**src/rtl/ws2812_encoder.sv**
```systemverilog
// WS2812 single-wire transmitter: serialises GRB (or GRBW with WS2812_RGBW_EN) pixel words
// into the NRZ high/low pulse train, MSB first, timed by a shared clock-enable tick.
// A one-entry holding register lets the next pixel stream in with no gap between pixels.
// Optional feature macro: WS2812_RGBW_EN (32-bit GRBW pixels instead of 24-bit GRB).
`timescale 1ns/1ps

module ws2812_encoder #(
    parameter int unsigned T0H         = 8,
    parameter int unsigned T0L         = 17,
    parameter int unsigned T1H         = 16,
    parameter int unsigned T1L         = 9,
    parameter int unsigned RESET_TICKS = 1200
) (
    input  logic        i_clk,
    input  logic        i_reset_n,
    input  logic        i_count_enable,
    input  logic        i_pixel_valid,
    input  logic [31:0] i_pixel_data,
    input  logic        i_pixel_last,
    output logic        o_pixel_ready,
    output logic        o_dout,
    output logic        o_busy,
    output logic        o_underrun
);

`ifdef WS2812_RGBW_EN
    localparam int unsigned NBITS = 32;
`else
    localparam int unsigned NBITS = 24;
`endif

    localparam int unsigned MaxA = (T0H > T0L) ? T0H : T0L;
    localparam int unsigned MaxB = (T1H > T1L) ? T1H : T1L;
    localparam int unsigned MaxC = (MaxA > MaxB) ? MaxA : MaxB;
    localparam int unsigned MaxT = (MaxC > RESET_TICKS) ? MaxC : RESET_TICKS;
    localparam int unsigned CntW = $clog2(MaxT) + 1;
    localparam int unsigned IdxW = $clog2(NBITS);

    typedef enum logic [1:0] {StIdle, StHigh, StLow, StLatch} state_e;

    state_e             state_q, state_d;
    logic [CntW-1:0]    cnt_q, cnt_d;
    logic [IdxW-1:0]    idx_q, idx_d;
    logic [NBITS-1:0]   shift_q, shift_d;
    logic               last_q, last_d;
    logic [NBITS-1:0]   hold_q, hold_d;
    logic               hold_last_q, hold_last_d;
    logic               hold_full_q, hold_full_d;
    logic               dout_q, dout_d;
    logic               underrun_q, underrun_d;

    logic [NBITS-1:0]   pixel_in;
    logic               launch;
    logic               cur_bit;
    logic [CntW-1:0]    high_end;
    logic [CntW-1:0]    low_end;

    // Only the transmitted top bits of the pixel word are stored.
    assign pixel_in = i_pixel_data[31 -: NBITS];
`ifndef WS2812_RGBW_EN
    logic unused_w;
    assign unused_w = ^i_pixel_data[7:0];
`endif

    assign cur_bit  = shift_q[NBITS-1];
    assign high_end = cur_bit ? CntW'(T1H - 1) : CntW'(T0H - 1);
    assign low_end  = cur_bit ? CntW'(T1L - 1) : CntW'(T0L - 1);

    assign o_pixel_ready = !hold_full_q;
    assign o_dout        = dout_q;
    assign o_busy        = !((state_q == StIdle) && !hold_full_q);
    assign o_underrun    = underrun_q;

    // Next-state logic: holding-register accept, bit timing FSM and pixel launch.
    always_comb begin
        state_d     = state_q;
        cnt_d       = cnt_q;
        idx_d       = idx_q;
        shift_d     = shift_q;
        last_d      = last_q;
        hold_d      = hold_q;
        hold_last_d = hold_last_q;
        hold_full_d = hold_full_q;
        underrun_d  = 1'b0;
        launch      = 1'b0;

        // Accept only into an empty hold, so accept and launch never hit the same entry.
        if (i_pixel_valid && !hold_full_q) begin
            hold_d      = pixel_in;
            hold_last_d = i_pixel_last;
            hold_full_d = 1'b1;
        end

        unique case (state_q)
            StIdle: begin
                if (hold_full_q) begin
                    launch = 1'b1;
                end
            end
            StHigh: begin
                if (i_count_enable) begin
                    if (cnt_q == high_end) begin
                        state_d = StLow;
                        cnt_d   = '0;
                    end else begin
                        cnt_d = cnt_q + 1'b1;
                    end
                end
            end
            StLow: begin
                if (i_count_enable) begin
                    if (cnt_q == low_end) begin
                        cnt_d = '0;
                        if (idx_q != '0) begin
                            shift_d = shift_q << 1;
                            idx_d   = idx_q - 1'b1;
                            state_d = StHigh;
                        end else if (last_q) begin
                            state_d = StLatch;
                        end else if (hold_full_q) begin
                            launch = 1'b1;
                        end else begin
                            state_d    = StIdle;
                            underrun_d = 1'b1;
                        end
                    end else begin
                        cnt_d = cnt_q + 1'b1;
                    end
                end
            end
            StLatch: begin
                if (i_count_enable) begin
                    if (cnt_q == CntW'(RESET_TICKS - 1)) begin
                        state_d = StIdle;
                        cnt_d   = '0;
                    end else begin
                        cnt_d = cnt_q + 1'b1;
                    end
                end
            end
            default: begin
                state_d = StIdle;
                cnt_d   = '0;
            end
        endcase

        // Launch moves the held pixel into the shifter and starts its MSB high phase.
        if (launch) begin
            shift_d     = hold_q;
            last_d      = hold_last_q;
            idx_d       = IdxW'(NBITS - 1);
            hold_full_d = 1'b0;
            state_d     = StHigh;
            cnt_d       = '0;
        end
    end

    assign dout_d = (state_d == StHigh);

    // State and datapath registers; reset drops the line low at once.
    always_ff @(posedge i_clk or negedge i_reset_n) begin
        if (!i_reset_n) begin
            state_q     <= StIdle;
            cnt_q       <= '0;
            idx_q       <= '0;
            shift_q     <= '0;
            last_q      <= 1'b0;
            hold_q      <= '0;
            hold_last_q <= 1'b0;
            hold_full_q <= 1'b0;
            dout_q      <= 1'b0;
            underrun_q  <= 1'b0;
        end else begin
            state_q     <= state_d;
            cnt_q       <= cnt_d;
            idx_q       <= idx_d;
            shift_q     <= shift_d;
            last_q      <= last_d;
            hold_q      <= hold_d;
            hold_last_q <= hold_last_d;
            hold_full_q <= hold_full_d;
            dout_q      <= dout_d;
            underrun_q  <= underrun_d;
        end
    end

endmodule
```
**config.mk**
```make
export PLATFORM = sky130hd
export DESIGN_NAME = ws2812_encoder
export DESIGN_NICKNAME = d
export VERILOG_FILES = /design/src/rtl/ws2812_encoder.sv
export SDC_FILE = /design/constraint.sdc
export NUM_CORES = 1
export LEC_CHECK = 0
export CAP_MARGIN = 20
export CORE_ASPECT_RATIO = 0.5
export CORE_MARGIN = 2
export CORE_UTILIZATION = 35
export CTS_CLUSTER_DIAMETER = 60
export DETAILED_ROUTE_END_ITERATION = 10
export SYNTH_ARGS = -nofsm -noshare
export SYNTH_HDL_FRONTEND = slang
export SYNTH_SLANG_ARGS = --single-unit
```
**constraint.sdc**
```tcl
create_clock -name i_clk -period 3.9 [get_ports i_clk]
set_input_delay 0.78 -clock i_clk [delete_from_list [all_inputs] [get_ports i_clk]]
set_output_delay 0.78 -clock i_clk [all_outputs]
set_load 0.01 [all_outputs]
```
==> reports/qor.txt, run 1 <==
H-tree depth: 3
Synthesized area per cell: 11.5 µm²
Synthesized flop and latch total: 72
Final Hold Viols: 0
Outcome: finished clean
Final net count: 389
Post_cts resized: 0
Crit path DAT: 3.18 ns
Worst hold margin: 0.475 ns
DP Cell Count: 476
RSZ-0062 raised after global routing: no
GP Congestion: 0.886
Row count: 26
Pwr dens: 671 mW/mm²
Port Buffers: 32
Synth Flop Type: dfrtp_1
Clock Sinks: 72
Die Area: 0.0114 mm²
Worst reg2reg path endpoint: shift_q[3]$_DFFE_PN0P_
R2R setup slack: 1.30 ns
Critical path launch point: i_count_enable
Peak supply drop: 259 µV
Cell taking the most area after synthesis: dfrtp_1
CTS tree: yes
Max Cap Viol: 0
Actual slew at the worst max-slew pin: 0.799 ns
DRT Pass-1 Iters: 4
Setup violators final: 0
# hold bufs at CTS: 0
Placed Area: 0.00404 mm²
Final Non-Filler Cells: 493
I/O Pins: 41
Layout area overhead: 17.0%
First-pass GRT wire length: 12.7 mm
Via count of the first global-routing pass: 2500
Netlist Area Pre-Place: 0.00369 mm²
Top-count cell post-synth: dfrtp_1
Core area: 0.0102 mm²
Setup TNS: 0 ns
Slowest-stage cell, CP: clkdlybuf4s50_1
Grt ovf: 0
Clock Skews: 0.00670 ns
Synth area leaders: dfrtp_1 (49%), mux2_2 (7.6%), a221o_1 (6.2%)
CTS Root Cell: clkbuf_16
Die W: 149 µm
Final min period: 2.92 ns
Synth top area share: 48.8%
Share of layout cells above drive strength 1: 18.4%
Critical path type: in2reg
Final wirelength: 7.61 mm
Fmax: 343 MHz
Postcts setup bufs: 0
Max incr delay on CP: 0.61 ns
Worst-path maximum fanout: 18
Setup crit start kind: input port
Post-Syn Nets: 363
Final Slew Violations: 0
WP data required: 4.17 ns
Clk_lat worst skew: 0.33 ns
Antenna-violating nets left: 0
Tightest Hold Check Type: in2async
Finished Cell Area: 0.00432 mm²
Nature of the critical path endpoint: flop
Netlist cell types: 59
Rel. slew slack: 46.8%
CTS Buf Count: 9
Reg2reg start: idx_q[0]$_DFFE_PN0P_
DP HPWL: 5.19 mm
Clk slew on worst S/H paths: 0.05 ns
Pin count of the biggest net entering global routing: 48
Static Leak: 1.74 nW
Via Count: 2616
DR vias/cell: 5.31
Async SR Flop Fraction: 100%
N_diodes: 0
Most common library cells after synthesis: dfrtp_1 (72), mux2_2 (25), a221o_1 (23), and2_1 (23), nand2_1 (17)
Drc violations: 0
Gr usage total: 14.3%
Pre-CTS WS: 0.706 ns
Initial DRC count: 205
Initial antenna violation count: 0
Average wire per standard cell: 15.4 µm
YS warnings: 0
Synth Instances: 322
Register area share after synthesis: 48.8%
EDFF count, synth: 0
Fin crit share: 74.8%
Worst path cell trace: clkdlybuf4s50_1 > nor2b_1 > nand4_1 > o31ai_4 > buf_4 > and2_1 > a221o_1
Initial core utilization: 36.0%
Max Buffers Root-to-Sink: 2
Reg2Reg Depth: 8
Final worst-path setup slack: 0.984 ns
Die Height: 76.6 µm
==> layout by cell type, fill, tap and decap left out, types with 2 or more instances in the layout <==
cell,synthesis,final
dfrtp_1,72,72
clkdlybuf4s50_1,0,31
mux2_2,25,25
and2_1,23,23
a221o_1,23,23
nand2_1,17,17
nor2_1,15,15
nand3_1,11,11
a21oi_1,10,10
clkbuf_16,0,9
inv_1,8,8
o21ai_0,8,8
nor3_1,7,7
nand4_1,6,6
xor2_1,5,5
nor4_1,5,5
buf_4,3,5
xnor2_1,4,4
nand3b_1,4,4
o31ai_1,4,4
or3_1,4,4
ha_1,4,4
nor2b_1,4,3
nand4b_1,3,3
and3_1,3,3
nor4_4,2,2
or3_2,2,2
a31oi_1,2,2
a32o_1,2,2
clkbuf_1,1,2
clkinvlp_4,0,2
==> where the power goes <==
part           internal (mW)  total, mW  switching, mW  leakage, nW
registers               1.04       1.26          0.220        0.878
clock network          0.449      0.755          0.306        0.129
logic                  0.467      0.883          0.416        0.736
total                   1.96       2.90          0.943         1.74
==> sequential cells by signal, summed over array words and instances (netlist names), 2 cells and up <==
name     cells
idx_q        5
cnt_q       12
shift_q     24
state_q      2
hold_q      24
==> per-stage QoR <==
step                util [%]  power (mW)
floorplan                  -        1.94
global placement        39.4        2.11
detailed placement      39.4        2.15
CTS                     42.1        2.93
global route            42.2        3.10
finish                  42.2        2.90
==> cells by family after synthesis <==
kind of cell               after synthesis  synth area share [%]
and+or+nand+nor                        119                  20.0
buffers and inverters                   31                  5.93
muxes                                   26                  7.93
adders and majority gates                4                  1.36
DFF                                     72                  48.8
xor gates and xnor gates                 9                  2.13
AOI/OAI and AO/OA                       61                  13.9
==> layout make-up <==
cell class | instances | area, µm²
well taps | 140 | 175
inverters | 8 | 30.0
flip-flops and latches | 72 | 1800
clock inverters | 4 | 28.8
multi-input cells | 219 | 1680
repair buffers | 38 | 364
fillers | 953 | 5930
clock buffers | 12 | 246
==> worst max path at each step <==
stage | slack [ns] | cells past startpoint | endpoint
after floorplan | 1.66 | 5 | last_q$_DFFE_PN0N_
after detailed placement | 0.71 | 7 | shift_q[13]$_DFFE_PN0P_
after global routing | 0.82 | 7 | shift_q[6]$_DFFE_PN0P_
after CTS | 1.04 | 7 | shift_q[14]$_DFFE_PN0P_
after global placement | 0.74 | 7 | shift_q[3]$_DFFE_PN0P_
final | 0.98 | 7 | shift_q[3]$_DFFE_PN0P_
==> critical path, delay by kind of cell <==
| kind | cells | cell delay [ns] |
|---|---|---|
| buffers and inverters | 2 | 0.91 |
| and+or+nand+nor | 3 | 0.81 |
| AOI/OAI and AO/OA | 2 | 0.67 |
==> per-layer routing <==
metal | vias to the layer above | track usage, % | wire length, µm
li1 | 1246 | - | -
met1 | 1303 | 19.5 | 3650
met2 | 52 | 20.8 | 3500
met3 | 15 | 4.85 | 349
met4 | 0 | 5.62 | 113
met5 | - | 0 | 0
Power figures use the tool's default switching activity.
==> run 2, diff against run 1 <==
==> constraint.sdc (replaced) <==
create_clock -name i_clk -period 2.9 [get_ports i_clk]
set_input_delay 0.58 -clock i_clk [delete_from_list [all_inputs] [get_ports i_clk]]
set_output_delay 0.58 -clock i_clk [all_outputs]
set_load 0.01 [all_outputs]
==> reports/qor.txt, run 2 (synthesis gave the netlist of run 1 again) <==
Rel. slew slack: 35.4% (-11 points)
Finished Cell Area: 0.00435 mm² (+0.61%)
Multi-input logic area: 0.00168 mm² (unchanged)
Port Buffers: 32 (unchanged)
Layout area overhead: 17.7%
CTS Root Cell: clkbuf_16
Average wire per standard cell: 15.3 µm (-1.0%)
Gr usage total: 14.9% (+0.59 points)
Row count: 26 (unchanged)
Outcome: finished clean
Fill cell count: 952 (-0.10%)
Fin crit share: 82.6%
Nature of the critical path endpoint: output pin
Die Area: 0.0114 mm² (unchanged)
DR vias/cell: 5.35 (+0.75%)
Clock Skews: 0.00549 ns (-0.00121 ns)
Placed Area: 0.00406 mm² (+0.68%)
Grt ovf: 0 (unchanged)
Max Cap Viol: 0 (unchanged)
Initial antenna violation count: 0 (unchanged)
First-pass GRT wire length: 13.5 mm (+6.2%)
Pwr dens: 902 mW/mm² (+34%)
Biggest regs: hold_q x24, shift_q x24, cnt_q x12
Post_cts resized: 0 (unchanged)
CTS Buf Count: 9 (unchanged)
I/O Pins: 41 (unchanged)
Final Hold Viols: 0 (unchanged)
Critical path type: reg2out
Drc violations: 0 (unchanged)
Static Leak: 1.76 nW (+0.82%)
N_diodes: 0 (unchanged)
Crit path DAT: 1.81 ns (-1.37 ns)
Clock Sinks: 72 (unchanged)
WP data required: 2.32 ns (-1.85 ns)
Clk slew on worst S/H paths: 0.06 ns (about the same)
RSZ-0062 raised after global routing: no
Die Height: 76.6 µm (unchanged)
H-tree depth: 3 (unchanged)
# hold bufs at CTS: 0 (unchanged)
Initial core utilization: 36.0% (unchanged)
Final wirelength: 7.55 mm (-0.81%)
GP Congestion: 0.915 (+3.3%)
Tightest Hold Check Type: in2async
Final Power: 3.92 mW (+35%)
Postcts setup bufs: 0 (unchanged)
Initial DRC count: 186 (-9.3%)
DRT Pass-1 Iters: 4 (unchanged)
Setup TNS: 0 ns (unchanged)
Die W: 149 µm (unchanged)
Antenna-violating nets left: 0 (unchanged)
Final net count: 390 (+0.26%)
Worst-path maximum fanout: 13 (-5)
Pin count of the biggest net entering global routing: 48 (unchanged)
Setup violators final: 0 (unchanged)
Max Buffers Root-to-Sink: 2 (unchanged)
Most common cell after layout, fill and taps aside: dfrtp_1
Final min period: 2.39 ns
Most frequent cells in the layout: dfrtp_1 (72), clkdlybuf4s50_1 (31), mux2_2 (25)
Core area: 0.0102 mm² (unchanged)
Via Count: 2641 (+0.96%)
R2R setup slack: 0.52 ns (-0.78 ns)
Peak supply drop: 345 µV (+33%)
DP HPWL: 5.10 mm (-1.7%)
CTS tree: yes
Share of layout cells above drive strength 1: 18.9% (+0.51 points)
Setup crit start kind: flop
Actual slew at the worst max-slew pin: 0.970 ns (+0.171 ns)
Fmax: 418 MHz
Final Slew Violations: 0 (unchanged)
Register area: 0.00180 mm² (unchanged)
Via count of the first global-routing pass: 2788 (+12%)
Clk_lat worst skew: 0.33 ns (about the same)
## run 2: worst max-delay path: stages (launching register included)
cell and delay, ns:
dfrtp_1 0.52, nor2_1 0.37, nand2_1 0.10, clkdlybuf4s50_1 0.48
## run 2: metrics by stage
step	util, %	worst slack [ns]	instances	hold slack, ns
3_5_place_dp	39.6	0.258	478	0.490
4_1_cts	42.4	0.495	494	0.289
5_1_grt	42.4	0.317	494	0.308
3_3_place_gp	39.6	0.286	478	0.476
2_1_floorplan	-	0.761	322	0.284
6_report	42.4	0.505	494	0.267
## run 2: power by group
part	total, mW	internal (mW)	switching [mW]
combinational	1.18	0.625	0.553
sequential	1.70	1.40	0.297
clock	1.04	0.625	0.417
total	3.92	2.65	1.27
## run 2: layout make-up
class,instances,share of cell area [%]
flip-flops and latches,72,41.4
multi-input cells,219,38.5
repair buffers,39,8.75
clock buffers,12,5.90
well taps,140,4.03
inverters,8,0.691
clock inverters,4,0.662
## run 2: worst paths after layout
check	end	cells after the start	startpoint
max	o_busy	3	state_q[1]$_DFF_PN0_
min	cnt_q[6]$_DFFE_PN0P_	1	i_reset_n
max reg2reg	cnt_q[3]$_DFFE_PN0P_	7	idx_q[0]$_DFFE_PN0P_
min reg2reg	hold_q[4]$_DFFE_PN0P_	1	hold_q[4]$_DFFE_PN0P_
max in group asynchronous	hold_q[18]$_DFFE_PN0P_	2	i_reset_n
min in group i_clk	hold_q[4]$_DFFE_PN0P_	1	hold_q[4]$_DFFE_PN0P_
## run 2: routing by layer
metal	share of wire (%)	track usage, %	wire length, µm
met1	45	19.1	3420
met2	48	23.4	3640
met3	5.0	4.67	379
met4	1.5	5.81	115
met5	0	0	0
==> run 3, diff against run 2 <==
==> constraint.sdc (replaced) <==
create_clock -name i_clk -period 2.2 [get_ports i_clk]
set_input_delay 0.44 -clock i_clk [delete_from_list [all_inputs] [get_ports i_clk]]
set_output_delay 0.44 -clock i_clk [all_outputs]
set_load 0.01 [all_outputs]
==> reports/qor.txt, run 3 (synthesis gave the netlist of run 1 again) <==
Outcome: finished clean
Setup TNS: 0 ns (unchanged)
Clock Sinks: 72 (unchanged)
Grt ovf: 0 (unchanged)
First-pass GRT wire length: 13.8 mm (+2.4%)
Layout area overhead: 25.6%
Worst-path maximum fanout: 8 (-5)
Critical path's top delay family: compound AO/OA/AOI/OAI gates
Max Cap Viol: 0 (unchanged)
Via count of the first global-routing pass: 2802 (+0.50%)
Share of layout cells above drive strength 1: 27.2% (+8.2 points)
Via Count: 2732 (+3.4%)
Fin crit share: 95.4%
P_int: 3.71 mW (+40%)
Row count: 26 (unchanged)
Most common cell after layout, fill and taps aside: dfrtp_1
I/O Pins: 41 (unchanged)
Biggest regs: hold_q x24, shift_q x24, cnt_q x12
Crit path DAT: 2.29 ns (+0.48 ns)
H-tree depth: 3 (unchanged)
CTS Root Cell: clkbuf_16
Antenna-violating nets left: 0 (unchanged)
Placed Area: 0.00429 mm² (+5.6%)
Die Area: 0.0114 mm² (unchanged)
Final net count: 419 (+7.4%)
Rel. slew slack: 59.5% (+24 points)
Initial core utilization: 36.0% (unchanged)
Max Buffers Root-to-Sink: 2 (unchanged)
DP HPWL: 5.56 mm (+9.1%)
GP Congestion: 0.831 (-9.1%)
Setup violators final: 0 (unchanged)
Initial antenna violation count: 0 (unchanged)
Finished Cell Area: 0.00464 mm² (+6.7%)
DR vias/cell: 5.22 (-2.3%)
Port Buffers: 32 (unchanged)
Final worst-path setup slack: 0.101 ns (-0.405 ns)
Slowest-stage cell, CP: or4b_2
Critical path type: reg2reg
Logic gate share of total power: 34.8% (+4.8 points)
Gr usage total: 15.3% (+0.49 points)
Final min period: 2.10 ns
Clk_lat worst skew: 0.34 ns (about the same)
Core area: 0.0102 mm² (unchanged)
Final Slew Violations: 0 (unchanged)
Clk slew on worst S/H paths: 0.06 ns (about the same)
Core Util, Final: 45.3% (+2.9 points)
Clock Skews: 0.00698 ns (+0.00149 ns)
Final Hold Viols: 0 (unchanged)
Die Height: 76.6 µm (unchanged)
Final wirelength: 8.07 mm (+6.9%)
RSZ-0062 raised after global routing: yes
Worst path cell trace: or4b_2 > o31ai_1 > o21ai_0 > a21oi_1 > a2bb2oi_1
Nature of the critical path endpoint: flop
Setup crit start kind: flop
# hold bufs at CTS: 0 (unchanged)
Final Non-Filler Cells: 523 (+5.9%)
Tightest Hold Check Type: in2async
Bufs and invs on worst path: 0 (-1)
Die W: 149 µm (unchanged)
Reg power frac: 39.9% (-3.5 points)
Static Leak: 1.92 nW (+9.3%)
Peak supply drop: 510 µV (+48%)
Actual slew at the worst max-slew pin: 0.607 ns (-0.363 ns)
CTS tree: yes
N_diodes: 0 (unchanged)
Max incr delay on CP: 0.69 ns (+0.17 ns)
Clock share of power: 25.3% (-1.3 points)
Average wire per standard cell: 15.4 µm (+0.96%)
Initial DRC count: 194 (+4.3%)
Pwr dens: 1180 mW/mm² (+31%)
Fmax: 476 MHz
Pin count of the biggest net entering global routing: 38 (-21%)
WP data required: 2.39 ns (+0.07 ns)
Most frequent cells in the layout: dfrtp_1 (70), buf_4 (32), clkdlybuf4s50_1 (31)
CTS Buf Count: 9 (unchanged)
Switching pwr: 1.76 mW (+39%)
Drc violations: 0 (unchanged)
Pre-CTS WS: -0.258 ns (-0.516 ns)
DP Cell Count: 505 (+5.6%)
Net Sw Frac: 32.2% (-0.12 points)
DRT Pass-1 Iters: 5 (+1)
==> run 3: through the flow <==
| step | hold slack (ns) | power (mW) |
|---|---|---|
| CTS | 0.0344 | 5.46 |
| global placement | 0.392 | 3.96 |
| floorplan | 0.144 | 3.44 |
| detailed placement | 0.394 | 4.02 |
| finish | 0.0364 | 5.47 |
| global route | 0.0519 | 5.85 |
==> run 3: path summary, 6_finish.rpt <==
check / endpoint / start / slack (ns) / depth (start not counted)
worst max-delay path: o_dout$_DFF_PN0_ / cnt_q[7]$_DFFE_PN0P_ / 0.10 / 5
worst min-delay path: state_q[0]$_DFF_PN0_ / i_reset_n / 0.04 / 1
worst max register to register: o_dout$_DFF_PN0_ / cnt_q[7]$_DFFE_PN0P_ / 0.10 / 5
worst min register to register: shift_q[0]$_DFFE_PN0P_ / hold_q[0]$_DFFE_PN0P_ / 0.48 / 2
max in group asynchronous: idx_q[0]$_DFFE_PN0P_ / i_reset_n / 1.53 / 2
min in group i_clk: shift_q[0]$_DFFE_PN0P_ / hold_q[0]$_DFFE_PN0P_ / 0.48 / 2
==> run 3: final cells by class <==
class,instances,area (µm²)
Clock inverter,3,26.3
Timing Repair Buffer,68,627
Sequential cell,72,1800
Tap cell,140,175
Fill cell,951,5610
Inverter,8,30.0
Clock buffer,13,260
Multi-Input combinational cell,219,1720
==> run 3: timing repair <==
action,CTS,global route
cloned,0,1
pin swaps,0,3
resized for setup,2,13
hold endpoints to repair,0,0
setup endpoints to repair,2,40
buffers inserted,0,1
==> run 3: layer usage <==
layer	track usage, %	share of wire, %
met2	23.4	47
met1	20.8	47
met3	4.61	4.5
met5	0	0
met4	5.43	1.3
==> run 3: power groups by stage <==
stage / Sequential, mW / Clock (mW) / Combinational (mW)
after floorplan: 2.06 / 0 / 1.38
after global placement: 2.18 / 0 / 1.78
after detailed placement: 2.20 / 0 / 1.83
after CTS: 2.18 / 1.42 / 1.85
after global routing: 2.26 / 1.50 / 2.09
final: 2.18 / 1.38 / 1.90
